$ cat src/rtl/fifo_pkg.sv
// rtl/fifo_pkg.sv - shared FIFO-side types: reader state encoding and default word width
package fifo_pkg;

    localparam int DEFAULT_BITNUMBER = 8;

    typedef enum logic [1:0] {
        ST_IDLE   = 2'd0,
        ST_STREAM = 2'd1,
        ST_DRAIN  = 2'd2
    } state_t;

endpackage

$ cat src/rtl/skid_buffer.sv
// rtl/skid_buffer.sv - circular skid buffer with push, pop, occupancy count and head data
module skid_buffer #(
    parameter int WIDTH = 8,
    parameter int DEPTH = 4
) (
    input  logic                       clk,
    input  logic                       reset,
    input  logic                       push,
    input  logic [WIDTH-1:0]           push_data,
    input  logic                       pop,
    output logic [$clog2(DEPTH+1)-1:0] count,
    output logic [WIDTH-1:0]           head_data
);

    localparam int PTR_W = $clog2(DEPTH);

    logic [WIDTH-1:0] mem [DEPTH];
    logic [PTR_W-1:0] wr_ptr;
    logic [PTR_W-1:0] rd_ptr;

    // DEPTH need not be a power of two, so wrap explicitly.
    function automatic logic [PTR_W-1:0] ptr_inc(input logic [PTR_W-1:0] p);
        return (p == PTR_W'(DEPTH - 1)) ? '0 : p + 1'b1;
    endfunction

    assign head_data = mem[rd_ptr];

    always_ff @(posedge clk) begin
        if (reset) begin
            wr_ptr <= '0;
            rd_ptr <= '0;
            count  <= '0;
            for (int i = 0; i < DEPTH; i++) begin
                mem[i] <= '0;
            end
        end else begin
            if (push) begin
                mem[wr_ptr] <= push_data;
                wr_ptr      <= ptr_inc(wr_ptr);
            end
            if (pop) begin
                rd_ptr <= ptr_inc(rd_ptr);
            end
            case ({push, pop})
                2'b10:   count <= count + 1'b1;
                2'b01:   count <= count - 1'b1;
                default: count <= count;
            endcase
        end
    end

endmodule

$ cat src/rtl/fifo_reader.sv
// rtl/fifo_reader.sv - drains a fixed-latency FIFO into a valid/ready sink through a skid buffer
module fifo_reader
    import fifo_pkg::*;
#(
    parameter int BITNUMBER = DEFAULT_BITNUMBER,
    parameter int READ_LAT  = 2
) (
    input  logic                 clk,
    input  logic                 reset,
    input  logic                 enable,
    input  logic                 fifo_empty,
    input  logic                 fifo_almost_empty,
    input  logic                 fifo_rd_error,
    input  logic [BITNUMBER-1:0] fifo_data,
    output logic                 fifo_rd,
    input  logic                 out_ready,
    output logic                 out_valid,
    output logic [BITNUMBER-1:0] out_data,
    output logic                 busy,
    output logic [15:0]          words_read,
    output logic [7:0]           rd_err_count
);

    localparam int SKID_DEPTH = READ_LAT + 2;
    localparam int CNT_W      = $clog2(SKID_DEPTH + 1);

    state_t              state;
    state_t              state_next;
    logic [READ_LAT-1:0] rd_pipe;
    logic [READ_LAT-1:0] rd_pipe_next;
    logic [CNT_W-1:0]    inflight;
    logic [CNT_W-1:0]    skid_count;
    logic                rd_next;
    logic                push;
    logic                pop;

    // rd_pipe[0] is the read registered this cycle; the tail bit tags the word on fifo_data.
    assign fifo_rd   = rd_pipe[0];
    assign push      = rd_pipe[READ_LAT-1];
    assign out_valid = (skid_count != '0);
    assign pop       = out_valid && out_ready;

    always_comb begin
        inflight = '0;
        for (int i = 0; i < READ_LAT; i++) begin
            inflight = inflight + CNT_W'(rd_pipe[i]);
        end
    end

    // Each in-flight read holds a reserved skid slot, so a stalled sink can never overflow it.
    assign rd_next = (state == ST_STREAM) && enable && !fifo_empty
                     && !(fifo_almost_empty && fifo_rd)
                     && (({1'b0, skid_count} + {1'b0, inflight}) < (CNT_W+1)'(SKID_DEPTH));

    always_comb begin
        rd_pipe_next    = '0;
        rd_pipe_next[0] = rd_next;
        for (int i = 1; i < READ_LAT; i++) begin
            rd_pipe_next[i] = rd_pipe[i-1];
        end
    end

    always_comb begin
        state_next = state;
        case (state)
            ST_IDLE:   if (enable) state_next = ST_STREAM;
            ST_STREAM: if (!enable) state_next = ST_DRAIN;
            ST_DRAIN: begin
                if (enable) begin
                    state_next = ST_STREAM;
                end else if (inflight == '0 && skid_count == '0) begin
                    state_next = ST_IDLE;
                end
            end
            default:   state_next = ST_IDLE;
        endcase
    end

    always_ff @(posedge clk) begin
        if (reset) begin
            state        <= ST_IDLE;
            rd_pipe      <= '0;
            busy         <= 1'b0;
            words_read   <= '0;
            rd_err_count <= '0;
        end else begin
            state   <= state_next;
            rd_pipe <= rd_pipe_next;
            busy    <= (state_next != ST_IDLE) || (rd_pipe_next != '0);
            if (pop) begin
                words_read <= words_read + 16'd1;
            end
            if (fifo_rd_error && rd_err_count != 8'hFF) begin
                rd_err_count <= rd_err_count + 8'd1;
            end
        end
    end

    skid_buffer #(
        .WIDTH (BITNUMBER),
        .DEPTH (SKID_DEPTH)
    ) u_skid (
        .clk       (clk),
        .reset     (reset),
        .push      (push),
        .push_data (fifo_data),
        .pop       (pop),
        .count     (skid_count),
        .head_data (out_data)
    );

endmodule

$ cat config.mk
export PLATFORM = sky130hd
export DESIGN_NAME = fifo_reader
export DESIGN_NICKNAME = d
export VERILOG_FILES = /design/src/rtl/fifo_pkg.sv /design/src/rtl/skid_buffer.sv /design/src/rtl/fifo_reader.sv
export SDC_FILE = /design/constraint.sdc
export NUM_CORES = 1
export LEC_CHECK = 0
export CAP_MARGIN = 20
export CORE_UTILIZATION = 43
export DETAILED_ROUTE_END_ITERATION = 8
export GPL_ROUTABILITY_DRIVEN = 0
export PLACE_DENSITY = 0.66
export SLEW_MARGIN = 20
export SYNTH_ARGS = -nofsm -noshare
export SYNTH_HDL_FRONTEND = slang
export SYNTH_SLANG_ARGS = --single-unit
$ cat constraint.sdc
create_clock -name clk -period 3.1 [get_ports clk]
set_input_delay 0.465 -clock clk [delete_from_list [all_inputs] [get_ports clk]]
set_output_delay 0.465 -clock clk [all_outputs]
set_load 0.1 [all_outputs]
==> impl_metrics.py, run 1 <==
metrics = {
    "final_layout": {
        "drive_gt1_share_pct": 20.7,
        "final_common_cell": "buf_4",
        "fillers": 640,
        "fin_nets": 352,
        "fin_cells": 429,
        "final_cell_mix": "39 x buf_4, 38 x dfxtp_1, 33 x and2_1",
        "syn_to_final_growth_pct": 22.5,
        "n_antenna_cell": 0,
        "finish.utilization_pct": 55.0,
    },
    "power": {
        "leakage_nw": 1.43,
        "irDropWorstVdd_mv": 0.331,
        "power_density_mw_per_mm2": 479,
    },
    "yosys": {
        "synth_cell_type_count": 38,
        "synth-seq-cells": 70,
        "yosysSeqAreaShare_pct": 55.8,
        "synthCells": 271,
        "synth_top_flop_cell": "dfxtp_1",
        "syn_nets": 295,
        "syn_avg_cell_area_um2": 11.4,
        "synth-edff-count": 32,
        "yosysWarnings": 0,
        "syn_area_mm2": 0.00308,
        "async_reset_ff_share_pct": 0,
    },
    "sta": {
        "final.setup.tns_ns": 0,
        "fmax_mhz": 427,
        "finalMaxSlewViolations": 0,
        "fin_crit_ns": 2.34,
        "rsz0062_at_grt": "false",
        "worst_pin_slew_ns": 0.578,
        "post-route-period-util_pct": 75.6,
        "worst_slack_ns": 0.758,
        "maxSlewHeadroom_pct": 61.3,
        "skew_ns": 0.00752,
        "hold_viol": 0,
        "setup_viol": 0,
    },
    "clock_network": {
        "ctsLongestPathBuffers": 2,
        "cts_tree": "yes",
        "clk_latency_ns": 0.35,
        "cts_hold_buffers": 0,
        "ctsResizeCount": 0,
        "path_clk_slew_ns": 0.08,
        "cts_buffers": 9,
        "clock_sinks": 70,
        "clock-root-buffer": "clkbuf_8",
        "postCtsSetupRepairBufs": 0,
        "htreeDepth": 3,
    },
    "die": {
        "rows": 30,
        "start_util_pct": 44.9,
        "die-width_um": 86.7,
        "core-area_mm2": 0.00687,
        "dieArea_mm2": 0.00752,
        "die_h_um": 86.7,
        "io_pins": 50,
    },
    "place": {
        "port_buffers": 49,
        "hpwl_mm": 3.81,
        "place_ws_ns": 0.542,
        "dp.cells": 413,
    },
    "global_routing": {
        "track_usage_pct": 17.0,
        "antenna_found_initial": 0,
        "grt_max_degree": 42,
        "grt_pass1_vias": 2001,
        "gr-total-overflow": 0,
        "grt_first_pass_wirelength_mm": 9.54,
    },
    "worst_setup_path": {
        "start_kind": "register",
        "ff2ff_path_depth": 8,
        "worstPathCellList": "mux4_2 -> buf_4",
        "worst-r2r-setup-slack_ns": 0.93,
        "path_depth": 2,
        "rr_startpoint": "u_skid.count[2]$_SDFFE_PP0P_",
        "path_max_fanout": 8,
        "setup.worst_path.end": "out_data[5]",
        "cp.arrival_ns": 1.88,
        "timing.critical_path.max_delay_family": "flip-flops",
        "cp-end-kind": "primary output",
        "crit_type": "reg2out",
        "slowest_delay_ns": 0.69,
        "slowest_stage": "dfxtp_1",
        "r2r_end": "u_skid.count[2]$_SDFFE_PP0P_",
        "required_ns": 2.63,
        "critPathBufInv": 1,
    },
    "run": {
        "max-cap-violations": 0,
    },
    "drt": {
        "drc_errors": 0,
        "wl_per_cell_um": 13.4,
        "viasPerCell": 5.07,
        "drtIter0Drc": 68,
        "drtAntennaViolNets": 0,
        "firstDrtPassIters": 4,
        "wirelength_mm": 5.77,
        "vias": 2177,
    },
    "hold_path": {
        "worstHoldPathType": "reg2reg",
    },
    "outcome": {
        "status": "finished clean",
    },
}
==> synthesized netlist by cell type (3+ instances only) <==
cell,instances,area (µm²)
nor3b_1,3,22.5
and2_1,33,206
o31ai_1,4,30.0
nor3_1,9,45.0
nor2_1,22,82.6
nand4_1,5,31.3
nand3_1,8,40.0
ha_1,8,100
or3_1,4,25.0
clkbuf_1,5,18.8
nand2b_1,3,18.8
a21oi_1,20,100
nand2_1,11,41.3
xnor2_1,4,35.0
o21ai_0,7,35.0
edfxtp_1,32,961
or2_2,3,18.8
and4_1,5,43.8
inv_1,8,30.0
xor2_1,9,78.8
mux4_2,8,180
dfxtp_1,38,761
or4_1,5,37.5
==> flip-flops by register name, indices dropped and copies added (netlist names), named ones only <==
name and flops:
rd_pipe 2, u_skid.mem 32, u_skid.rd_ptr 2, u_skid.count 3, words_read 16, busy 1
state 2, rd_err_count 8, u_skid.wr_ptr 2
==> power breakdown <==
group / leakage, nW / internal, W / switching, W / total, W
logic: 0.706 / 0.0000492 / 0.000117 / 0.000166
registers: 0.638 / 0.000984 / 0.0000119 / 0.000996
clock network: 0.0852 / 0.000291 / 0.000360 / 0.000650
==> worst register-to-register path, stage by stage, from the launching register on <==
cell	delay [ns]
dfxtp_1	0.35
o31ai_2	0.56
inv_2	0.20
ha_1	0.26
inv_1	0.07
fa_1	0.17
xor2_1	0.07
or3_1	0.30
a21oi_1	0.13
==> cell type report <==
| cell class | instances | area (µm²) | share of cell area (%) |
|---|---|---|---|
| well taps | 96 | 120 | 3.18 |
| repair buffers | 53 | 433 | 11.5 |
| clock buffers | 9 | 124 | 3.28 |
| flip-flops and latches | 70 | 1720 | 45.6 |
| clock inverters | 7 | 51.3 | 1.36 |
| inverters | 9 | 33.8 | 0.894 |
| multi-input cells | 185 | 1290 | 34.3 |
==> per-stage QoR <==
| step | hold WS [ns] | cell area [µm²] | power [W] |
|---|---|---|---|
| after detailed placement | 0.431 | 3600 | 0.00118 |
| after floorplan | 0.406 | 3080 | 0.00113 |
| final | 0.438 | 3780 | 0.00181 |
| after CTS | 0.439 | 3780 | 0.00183 |
| after global routing | 0.469 | 3780 | 0.00189 |
| after global placement | 0.420 | 3600 | 0.00118 |
==> metal layers <==
metal	vias to the layer above	global-route usage [%]	share of wire, %
li1	1092	-	-
met1	1035	21.0	47
met2	40	27.1	47
met3	10	5.90	4.4
met4	0	7.42	1.6
met5	-	0	0
==> worst min-delay path by stage <==
stage                        start                  end  slack [ns]  depth (start not counted)
6_report       state[1]$_SDFF_PP0_  state[0]$_SDFF_PP0_        0.44                          1
5_1_grt        state[1]$_SDFF_PP0_  state[0]$_SDFF_PP0_        0.47                          1
4_1_cts        state[1]$_SDFF_PP0_  state[0]$_SDFF_PP0_        0.44                          1
3_5_place_dp   state[1]$_SDFF_PP0_  state[0]$_SDFF_PP0_        0.43                          1
3_3_place_gp   state[1]$_SDFF_PP0_  state[0]$_SDFF_PP0_        0.42                          1
2_1_floorplan  state[1]$_SDFF_PP0_  state[0]$_SDFF_PP0_        0.41                          1
==> kinds of logic after synthesis <==
family                   count (synthesis)  share of synthesized area, %
adder cells (fa/ha/maj)                  9                          3.89
AO/OA/AOI/OAI                           37                          7.02
multiplexers                            10                          6.49
AND/OR/NAND/NOR                        116                          20.9
XOR/XNOR                                13                          3.69
buffers and inverters                   16                          2.19
flip-flops                              70                          55.8
Power figures use the tool's default switching activity.
==> run 2: changes to the inputs <==
==> constraint.sdc (replaced) <==
create_clock -name clk -period 2.4 [get_ports clk]
set_input_delay 0.36 -clock clk [delete_from_list [all_inputs] [get_ports clk]]
set_output_delay 0.36 -clock clk [all_outputs]
set_load 0.1 [all_outputs]
==> impl_metrics.py, run 2 (synthesized netlist as in run 1, its figures left out) <==
metrics = {
    "outcome": {
        "status": "finished clean",
    },
    "clock_network": {
        "clock_sinks": 70,
        "cts_tree": "yes",
        "clock-root-buffer": "clkbuf_8",
        "cts_buffers": 9,
        "ctsLongestPathBuffers": 2,
        "ctsResizeCount": 0,
        "cts_hold_buffers": 0,
        "htreeDepth": 3,
        "path_clk_slew_ns": 0.07,
        "postCtsSetupRepairBufs": 0,
        "clk_latency_ns": 0.34,
    },
    "worst_setup_path": {
        "ff2ff_path_depth": 8,
        "cp.arrival_ns": 1.60,
        "crit_type": "reg2out",
        "start_kind": "register",
        "worst-r2r-setup-slack_ns": 0.52,
        "rr_startpoint": "u_skid.count[2]$_SDFFE_PP0P_",
        "r2r_end": "u_skid.count[2]$_SDFFE_PP0P_",
        "required_ns": 2.04,
        "path_max_fanout": 8,
        "cp-end-kind": "primary output",
    },
    "drt": {
        "wl_per_cell_um": 13.8,
        "firstDrtPassIters": 4,
        "drtAntennaViolNets": 0,
        "wirelength_mm": 5.96,
        "drc_errors": 0,
        "vias": 2186,
        "drtIter0Drc": 72,
        "viasPerCell": 5.06,
    },
    "final_layout": {
        "ff_latch_area_mm2": 0.00172,
        "final_cell_mix": "38 x dfxtp_1, 34 x buf_4, 33 x and2_1",
        "regMostFlops": "u_skid.mem",
        "fillers": 596,
        "final_common_cell": "dfxtp_1",
        "syn_to_final_growth_pct": 28.5,
        "multi_input_area_mm2": 0.00129,
        "n_antenna_cell": 0,
        "drive_gt1_share_pct": 20.8,
        "reg_top3": "u_skid.mem x32, words_read x16, rd_err_count x8",
        "largest_reg_flops": 32,
        "fin_nets": 355,
        "fin_area_mm2": 0.00396,
    },
    "sta": {
        "post-route-period-util_pct": 81.7,
        "final.setup.tns_ns": 0,
        "maxSlewHeadroom_pct": 66.0,
        "fmax_mhz": 510,
        "rsz0062_at_grt": "false",
        "setup_viol": 0,
        "worst_slack_ns": 0.438,
        "worst_pin_slew_ns": 0.509,
        "skew_ns": 0.0102,
        "finalMaxSlewViolations": 0,
        "hold_viol": 0,
        "fin_crit_ns": 1.96,
    },
    "global_routing": {
        "gr-max-usage-layer": "met2",
        "met3_usage_pct": 3.24,
        "grtUsageMet1_pct": 21.6,
        "grt_pass1_vias": 2079,
        "gr-total-overflow": 0,
        "use_met2_pct": 28.9,
        "grt_max_degree": 42,
        "grt_first_pass_wirelength_mm": 9.78,
        "antenna_found_initial": 0,
        "track_usage_pct": 17.3,
    },
    "die": {
        "rows": 30,
        "io_pins": 50,
        "die-width_um": 86.7,
        "core-area_mm2": 0.00687,
        "die_h_um": 86.7,
        "dieArea_mm2": 0.00752,
        "start_util_pct": 44.9,
    },
    "hold_path": {
        "hold_path_end": "state[0]$_SDFF_PP0_",
        "hp-start": "state[1]$_SDFF_PP0_",
        "hold_depth": 1,
        "worstHoldPathType": "reg2reg",
    },
    "place": {
        "place_ws_ns": 0.121,
        "hpwl_mm": 4.03,
        "placed_cell_area_mm2": 0.00373,
        "port_buffers": 49,
    },
    "power": {
        "irDropWorstVdd_mv": 0.280,
        "leakage_nw": 1.50,
        "power_density_mw_per_mm2": 672,
    },
    "run": {
        "max-cap-violations": 0,
    },
}
==> run 2: changes by cell type in the layout (fill, tap and decap cells not counted), sizes merged <==
cell,change
buf,+3
bufinv,+3
clkbuf,+2
clkinv,-5
clkinvlp,-1
inv,+1
==> run 2: metrics by stage <==
| step | hold slack, ns | utilization [%] | power (W) | instances |
|---|---|---|---|---|
| finish | 0.430 | 57.7 | 0.00266 | 432 |
| global route | 0.469 | 57.7 | 0.00275 | 432 |
| CTS | 0.432 | 57.7 | 0.00268 | 432 |
| detailed placement | 0.427 | 54.2 | 0.00156 | 416 |
| global placement | 0.419 | 54.2 | 0.00155 | 416 |
| floorplan | 0.406 | - | 0.00146 | 271 |
==> run 2: cell type report <==
cell class	instances	area share (%)
tap	96	3.03
inverter	9	0.852
multi-input combinational	185	32.7
timing repair buffer	56	14.0
sequential	70	43.4
clock buffer	11	3.31
clock inverter	5	2.68
==> run 2: report_power, final <==
| group | total, W | switching, W | internal [W] |
|---|---|---|---|
| logic | 0.000241 | 0.000158 | 0.0000827 |
| clock network | 0.00114 | 0.000442 | 0.000695 |
| registers | 0.00128 | 0.0000138 | 0.00127 |
| total | 0.00266 | 0.000614 | 0.00205 |
==> run 2: worst max path at each step <==
stage	cells past startpoint	slack, ns	end	start
2_1_floorplan	5	0.12	words_read[13]$_SDFFE_PP0N_	words_read[0]$_SDFFE_PP0N_
3_3_place_gp	9	0.19	u_skid.count[2]$_SDFFE_PP0P_	out_ready
3_5_place_dp	9	0.12	u_skid.count[2]$_SDFFE_PP0P_	out_ready
4_1_cts	3	0.40	out_data[3]	register
5_1_grt	8	0.36	u_skid.count[2]$_SDFFE_PP0P_	u_skid.count[2]$_SDFFE_PP0P_
6_report	3	0.44	out_data[3]	register
==> run 2: critical path, stage by stage, from the launching register on <==
cell and delay, ns:
dfxtp_1 0.31, buf_4 0.20, mux4_2 0.57, buf_12 0.19
==> run 2: routing by layer <==
layer,part of all wire (%),vias up,wire length (µm)
met5,0,-,0
met4,1.9,0,116
met3,3.0,11,178
met2,48,36,2880
met1,47,1041,2780
li1,-,1098,-
